[src/rtl/siphash_msg_packer.sv]
// ============================================================================
// siphash_msg_packer
// Packs a keyed byte stream into SipHash core commands: two key loads,
// little-endian 64-bit compress words, length-tagged final word, finalize.
// Revision: 1.0
// ============================================================================
`default_nettype none

module siphash_msg_packer (
    input  logic         clk,
    input  logic         rst,
    input  logic [127:0] key,
    input  logic         key_valid,
    output logic         key_ready,
    input  logic         key_empty,
    input  logic [7:0]   byte_data,
    input  logic         byte_valid,
    input  logic         byte_last,
    output logic         byte_ready,
    output logic [67:0]  cmd,
    output logic         cmd_we,
    input  logic         core_busy,
    output logic         done
);

    localparam logic [3:0] c_OP_KEY0 = 4'b0000;
    localparam logic [3:0] c_OP_KEY1 = 4'b0001;
    localparam logic [3:0] c_OP_CMP  = 4'b0010;
    localparam logic [3:0] c_OP_FIN  = 4'b0011;

    typedef enum logic [3:0] {
        ST_IDLE     = 4'd0,
        ST_KEY0     = 4'd1,
        ST_KEY1     = 4'd2,
        ST_FILL     = 4'd3,
        ST_CMP      = 4'd4,
        ST_CMP_GAP  = 4'd5,
        ST_CMP_WAIT = 4'd6,
        ST_FINAL    = 4'd7,
        ST_FIN      = 4'd8,
        ST_DONE     = 4'd9
    } state_t;

    state_t      r_state;
    state_t      w_state_nxt;
    logic [63:0] r_k0;
    logic [63:0] r_k1;
    logic        r_empty;
    logic [63:0] r_buf;
    logic [7:0]  r_len;
    logic        r_last;    // message ended on a full word; a final word follows
    logic        r_fin;     // current compress carries the length word
    logic [2:0]  w_pos;

    assign w_pos = r_len[2:0];

    always_comb begin
        w_state_nxt = r_state;
        key_ready   = 1'b0;
        byte_ready  = 1'b0;
        cmd_we      = 1'b0;
        cmd         = 68'h0;
        done        = 1'b0;
        case (r_state)
            ST_IDLE: begin
                key_ready = ~rst;
                if (key_valid) w_state_nxt = ST_KEY0;
            end
            ST_KEY0: begin
                if (!core_busy) begin
                    cmd_we      = 1'b1;
                    cmd         = {c_OP_KEY0, r_k0};
                    w_state_nxt = ST_KEY1;
                end
            end
            ST_KEY1: begin
                if (!core_busy) begin
                    cmd_we      = 1'b1;
                    cmd         = {c_OP_KEY1, r_k1};
                    w_state_nxt = r_empty ? ST_FINAL : ST_FILL;
                end
            end
            ST_FILL: begin
                byte_ready = 1'b1;
                if (byte_valid) begin
                    if (w_pos == 3'd7)  w_state_nxt = ST_CMP;
                    else if (byte_last) w_state_nxt = ST_FINAL;
                end
            end
            ST_CMP: begin
                if (!core_busy) begin
                    cmd_we      = 1'b1;
                    cmd         = {c_OP_CMP, r_buf};
                    w_state_nxt = ST_CMP_GAP;
                end
            end
            // Core asserts busy one cycle after accepting a compress.
            ST_CMP_GAP: w_state_nxt = ST_CMP_WAIT;
            ST_CMP_WAIT: begin
                if (!core_busy) begin
                    if (r_fin)       w_state_nxt = ST_FIN;
                    else if (r_last) w_state_nxt = ST_FINAL;
                    else             w_state_nxt = ST_FILL;
                end
            end
            ST_FINAL: w_state_nxt = ST_CMP;
            ST_FIN: begin
                if (!core_busy) begin
                    cmd_we      = 1'b1;
                    cmd         = {c_OP_FIN, 64'h0};
                    w_state_nxt = ST_DONE;
                end
            end
            ST_DONE: begin
                done        = 1'b1;
                w_state_nxt = ST_IDLE;
            end
            default: w_state_nxt = ST_IDLE;
        endcase
    end

    always_ff @(posedge clk) begin
        if (rst) begin
            r_state <= ST_IDLE;
            r_k0    <= 64'h0;
            r_k1    <= 64'h0;
            r_empty <= 1'b0;
            r_buf   <= 64'h0;
            r_len   <= 8'h0;
            r_last  <= 1'b0;
            r_fin   <= 1'b0;
        end else begin
            r_state <= w_state_nxt;
            case (r_state)
                ST_IDLE: begin
                    if (key_valid) begin
                        r_k0    <= key[63:0];
                        r_k1    <= key[127:64];
                        r_empty <= key_empty;
                        r_buf   <= 64'h0;
                        r_len   <= 8'h0;
                        r_last  <= 1'b0;
                        r_fin   <= 1'b0;
                    end
                end
                ST_FILL: begin
                    if (byte_valid) begin
                        r_buf[{w_pos, 3'b000} +: 8] <= byte_data;
                        r_len                       <= 8'(r_len + 8'd1);
                        if (w_pos == 3'd7) r_last <= byte_last;
                    end
                end
                ST_CMP_WAIT: begin
                    if (!core_busy) r_buf <= 64'h0;
                end
                // Bytes above the partial tail are already zero from the last clear.
                ST_FINAL: begin
                    r_buf[63:56] <= r_len;
                    r_fin        <= 1'b1;
                end
                default: ;
            endcase
        end
    end

endmodule

`default_nettype wire

[config.mk]
export PLATFORM = sky130hd
export DESIGN_NAME = siphash_msg_packer
export DESIGN_NICKNAME = d
export VERILOG_FILES = /design/src/rtl/siphash_msg_packer.sv
export SDC_FILE = /design/constraint.sdc
export NUM_CORES = 1
export LEC_CHECK = 0
export CAP_MARGIN = 20
export CORE_ASPECT_RATIO = 0.7
export CORE_MARGIN = 4
export CORE_UTILIZATION = 30
export DETAILED_ROUTE_END_ITERATION = 8
export SETUP_SLACK_MARGIN = 0.15
export SYNTH_ARGS = -nofsm -noshare
export SYNTH_HDL_FRONTEND = slang
export SYNTH_SLANG_ARGS = --single-unit
[constraint.sdc]
create_clock -name clk -period 4.2 [get_ports clk]
set_input_delay 1.26 -clock clk [delete_from_list [all_inputs] [get_ports clk]]
set_output_delay 1.26 -clock clk [all_outputs]
set_load 0.005 [all_outputs]
==> out/qor.csv, run 1 <==
metric;value;unit
wl_met2;13750;µm
grt_pass1_vias;8411;
place_congestion;0.8688;
placementRows;52;
io_buffers;212;
grt-ovfl-total;0;
cap_violations;0;
grt_start_max_net_pins;165;
coreArea;29280;µm²
powerDensity;525.1;nW/µm²
drc;1;
ir_drop;0.0002395;V
cp.required;2940;ps
violations;design-rule violations;
routed-via-count;8657;
hpwl;21400;µm
cp.arrival;2660;ps
p_leak;5.163;nW
ctsRootBufferMaster;clkbuf_16;
multi_input_area;4209;µm²
cts_made_buffers;22;
path_class;in -> out;
clock_path_buffers;3;
drive_above_1_share;0.08998;
cts_sinks;207;
p_total;6.543;mW
relSlewSlack;0.2409;
cts.clk_slew.worst_paths;60;ps
rsz0062_at_grt;no;
antenna_left;0;
layout.cells.non_filler;1656;
crit_fanout;8;
crit_buf_inv;8;
htree_levels;1;
synth_seq_cells;207;
area_growth;38.06;%
status;complete, but fails checks;
hold_viol_final;0;
period_needed;3923;ps
cp_cell_sequence;clkbuf_2, buf_6, buf_6, nor3_4, buf_6, buf_4, buf_12, a222oi_1, inv_1, dlygate4sd2_1;
antenna_cells;0;
via_per_inst;5.228;
wl_met1;15720;µm
fin_nets;1409;
hold_class;reg -> reg;
top_layer_used;met4;
die_w;215.3;µm
ff2ff_setup_slack;1070;ps
ff_latch_area;4144;µm²
grt_pass1_wl;49550;µm
dp.cells;1608;
drt_wl_total;32310;µm
max_freq;254.9;MHz
avgSynthCellArea;8.442;µm²
die_y;153.1;µm
dieArea;32970;µm²
synthFlopType;dfxtp_1;
synth_cell_type_count;64;
firstDrtPassIters;9;
finalMaxSlewViolations;0;
grt_usage;0.1859;
ys_seq_area_frac;0.4592;
place_ws;-464.6;ps
crit_top_cell;buf_6;
path_delay_family;buffers and inverters;
start_kind;primary input;
clock_latency;500;ps
worstMarginPinSlew;1136;ps
grt_antenna_before_repair;0;
fillerInstances;2947;
netlist_area;9025;µm²
ys_warn_count;0;
cp_slowest_stage_delay;310;ps
cts_tree;built;
wire_per_inst;19.51;µm
drt_iter0_markers;1068;
holdPathStages;2;
synth_cells;1069;
tns;0;ps
fin_worst_skew;9.073;ps
io_pins;215;
cp_slowest_cell;a222oi_1;
start_util;0.3082;
worstSetupEndpointType;output pin;
fin_ws;276.9;ps
worstRegToRegCells;7;
met3_length;2138;µm
setup_viol;0;
cp.depth;10;
synth_edf_count;0;
fin_crit_sh;0.9341;
async_flop_share;0;
[cells by family after synthesis]
| logic type | share of synthesized area |
|---|---|
| mux | 0.01206 |
| xor+xnor | 0.006793 |
| other cells | 0.0004155 |
| fa+ha+maj | 0.005546 |
| compound gates | 0.2575 |
| buf+inv | 0.07944 |
| flops | 0.4592 |
| simple gates | 0.1791 |
[final timing paths]
kind / start / endpoint
worst min register to register: r_k0[39] / r_k0[39]
worst max register to register: r_len[0] / r_buf[56]
worst max-delay path: core_busy / cmd[29]
worst min-delay path: r_k0[39] / r_k0[39]
[tightest hold or removal path, cell delays in order, from the launching register on]
cell	delay, ps
dfxtp_1	300
nand2_1	50
a21oi_1	50
[flip-flops by register name, indices dropped and copies added (netlist names)]
| name | count |
|---|---|
| r_state | 4 |
| r_fin | 1 |
| r_k1 | 64 |
| r_last | 1 |
| r_len | 8 |
| r_buf | 64 |
| r_k0 | 64 |
| r_empty | 1 |
[routing by layer]
metal / vias up / track usage
li1: 4184 / -
met1: 4092 / 0.2771
met2: 336 / 0.2765
met3: 45 / 0.03532
met4: 0 / 0.04568
met5: - / 0
[power breakdown]
part | switching (mW) | total [mW] | internal, mW
Sequential | 0.152 | 2.38 | 2.23
Combinational | 1.32 | 2.12 | 0.803
Clock | 0.794 | 2.04 | 1.24
Total | 2.27 | 6.54 | 4.28
[cells in the final DEF (no fill, tap or decap), types with 7 or more instances in the layout]
cell,instances
a21oi_1,138
a222oi_1,63
a22o_1,48
a32oi_1,7
buf_12,11
buf_4,18
buf_6,7
clkbuf_16,23
clkdlybuf4s50_1,147
dfxtp_1,207
dlygate4sd2_1,56
inv_1,85
nand2_1,284
nor2_1,19
nor2b_1,10
nor3_4,7
o21ai_0,9
o32ai_1,12
[through the flow]
step | util | instance area (µm²) | hold WS, ps
after floorplan | - | 9029 | 427.4
final | 0.4256 | 12460 | 454.3
after global placement | 0.3967 | 11610 | 441.2
after detailed placement | 0.3971 | 11630 | 443.6
after CTS | 0.4266 | 12490 | 455.0
after global routing | 0.4256 | 12460 | 471.5
[synth_stat cells, drive strengths merged (3+ instances only)]
library cell	count	area share
a2111oi	3	0.0050
a211oi	3	0.0030
a21oi	138	0.077
a222oi	63	0.070
a22o	48	0.047
a31oi	7	0.0090
a32oi	7	0.0068
and3	4	0.0028
buf	47	0.029
clkbuf	35	0.015
dfxtp	207	0.46
ha	4	0.0055
inv	85	0.035
mux2	4	0.0054
mux2i	6	0.0067
nand2	284	0.12
nand2b	6	0.0042
nand3	5	0.0028
nor2	19	0.0079
nor2b	10	0.0069
nor3	9	0.013
nor4	6	0.0062
nor4b	3	0.0036
o21ai	9	0.0050
o32ai	12	0.012
o41ai	3	0.0029
or2	3	0.0024
or3	3	0.0021
xnor2	6	0.0058
[repair_timing]
item,CTS,global route
hold buffers,0,0
setup endpoints to repair,66,63
resized for setup,86,4
gates cloned,3,0
setup buffers,5,1
pin swaps,7,2
[final cells by class]
type                       count  area share
sequential                   207      0.3326
multi-input combinational    695      0.3378
inverter                      86     0.02591
tap                          378     0.03796
timing repair buffer         250      0.2050
clock inverter                 8    0.009440
clock buffer                  32     0.05132
Power figures use the tool's default switching activity.
==> run 2, diff against run 1 <==
--- a/config.mk
+++ b/config.mk
@@ -5,7 +5,7 @@
 export SDC_FILE = /design/constraint.sdc
 export NUM_CORES = 1
 export LEC_CHECK = 0
-export CAP_MARGIN = 20
+export CAP_MARGIN = 10
 export CORE_ASPECT_RATIO = 0.7
 export CORE_MARGIN = 4
 export CORE_UTILIZATION = 30
==> run 2 against run 1 <==
Effect of this change: the run still ends with design-rule violations left; fmax is 2.7% lower; setup slack lost 110 ps; final cell count rose by 0.85%; die area unchanged; cell area grew 1.8%; count of clock-buffer cells in the layout down 3; register-to-register slack about the same.
==> out/qor.csv, run 2 (same netlist as run 1, synthesis figures left out) <==
metric;value;unit
status;complete, but fails checks;
violations;design-rule violations;
relSlewSlack;0.2301;
dp.cells;1607;
wire_per_inst;19.86;µm
layout.cells.non_filler;1670;
place_ws;-435.0;ps
tns;0;ps
stdcell_area;12690;µm²
crit_start;r_state[2];
cp_slowest_stage_delay;500;ps
cp_slowest_cell;clkdlybuf4s50_1;
grt_antenna_before_repair;0;
powerDensity;524.6;nW/µm²
hold_class;reg -> reg;
fin_crit_sh;0.9600;
crit_fanout;29;
drt_wl_total;33170;µm
fin_ws;167.9;ps
clock_latency;520;ps
worstMarginPinSlew;1153;ps
cp.arrival;2770;ps
placedInstanceArea;11610;µm²
area_growth;40.58;%
place_congestion;0.8688;
start_util;0.3082;
final_common_cell;nand2_1;
most-common-layout-cells;284 x nand2_1, 207 x dfxtp_1, 148 x clkdlybuf4s50_1, 138 x a21oi_1, 85 x inv_1;
cap_violations;0;
p_leak;5.284;nW
cts_sinks;207;
die_w;215.3;µm
dieArea;32970;µm²
drt_iter0_markers;1218;
io_buffers;212;
clock_path_buffers;3;
antenna_left;0;
drc;3;
grt_usage;0.1900;
grt_start_max_net_pins;165;
cts_hold_buffers;0;
cts_tree;built;
antenna_cells;0;
via_per_inst;5.270;
path_delay_family;buffers and inverters;
setup_viol;0;
finalMaxSlewViolations;0;
hpwl;21280;µm
worstSetupEndpointType;output pin;
max_freq;248.0;MHz
io_pins;215;
die_y;153.1;µm
crit_buf_inv;4;
htree_levels;1;
fillerInstances;2917;
cts_made_buffers;22;
hold_slack;454.5;ps
routed-via-count;8801;
ir_drop;0.0001944;V
grt_pass1_vias;8583;
fin_worst_skew;22.86;ps
holdCritStartpoint;r_k0[36];
ctsRootBufferMaster;clkbuf_16;
start_kind;flop;
period_needed;4032;ps
rsz0062_at_grt;yes;
drive_above_1_share;0.1076;
r2r_start;r_len[0];
path_class;reg -> out;
placementRows;52;
firstDrtPassIters;9;
cp_cell_sequence;buf_4, nand2b_1, nor4_4, buf_12, a222oi_1, inv_1, clkdlybuf4s50_1;
multi_input_area;4209;µm²
coreArea;29280;µm²
cp.required;2940;ps
cts.clk_slew.worst_paths;60;ps
ff_latch_area;4144;µm²
hold_viol_final;0;
largestRegisters;r_buf x64, r_k0 x64, r_k1 x64;
grt-ovfl-total;0;
fin_nets;1423;
grt_pass1_wl;50570;µm
run 2: repair_timing:
action                                  in CTS  in global routing
hold endpoints to repair                     0                  0
cloned                                       4                  2
gates resized for setup                     98                 26
buffers inserted                            14                  3
endpoints found under the setup margin      66                 59
pin swaps                                   49                 13
run 2: path summary, 6_finish.rpt:
path,end,slack [ps],cells past startpoint
max,cmd[42],170,7
min,r_k0[36],450,2
max reg2reg,r_buf[56],1080,7
min reg2reg,r_k0[36],450,2
run 2: layer usage:
layer | vias to the layer above | routed length, µm | track usage | share of wire
met5 | - | 0 | 0 | 0
met4 | 0 | 487 | 0.03740 | 0.015
met3 | 35 | 2294 | 0.04287 | 0.069
met2 | 355 | 14410 | 0.2890 | 0.43
met1 | 4193 | 15980 | 0.2775 | 0.48
li1 | 4218 | - | - | -
run 2: worst reg2reg max path: stages (launching register included):
cell and delay, ps:
dfxtp_1 560, inv_1 190, ha_1 240, ha_1 350, nor4b_2 800, nor2_1 110, a211oi_2 560, o32ai_1 170
run 2: layout make-up:
cell class	count	share of cell area
Clock inverter	11	0.01183
Sequential cell	207	0.3266
Clock buffer	29	0.04862
Tap cell	378	0.03728
Multi-Input combinational cell	695	0.3318
Inverter	86	0.02544
Timing Repair Buffer	264	0.2184
run 2: per-stage QoR:
step	total power, mW	util
CTS	6.673	0.4303
finish	6.655	0.4333
global placement	4.469	0.3967
global route	7.030	0.4333
floorplan	3.701	-
detailed placement	4.492	0.3967
run 2: report_power, final:
| part | switching [mW] | internal, mW |
|---|---|---|
| combinational | 1.35 | 0.881 |
| clock | 0.815 | 1.23 |
| sequential | 0.154 | 2.23 |
| total | 2.32 | 4.34 |
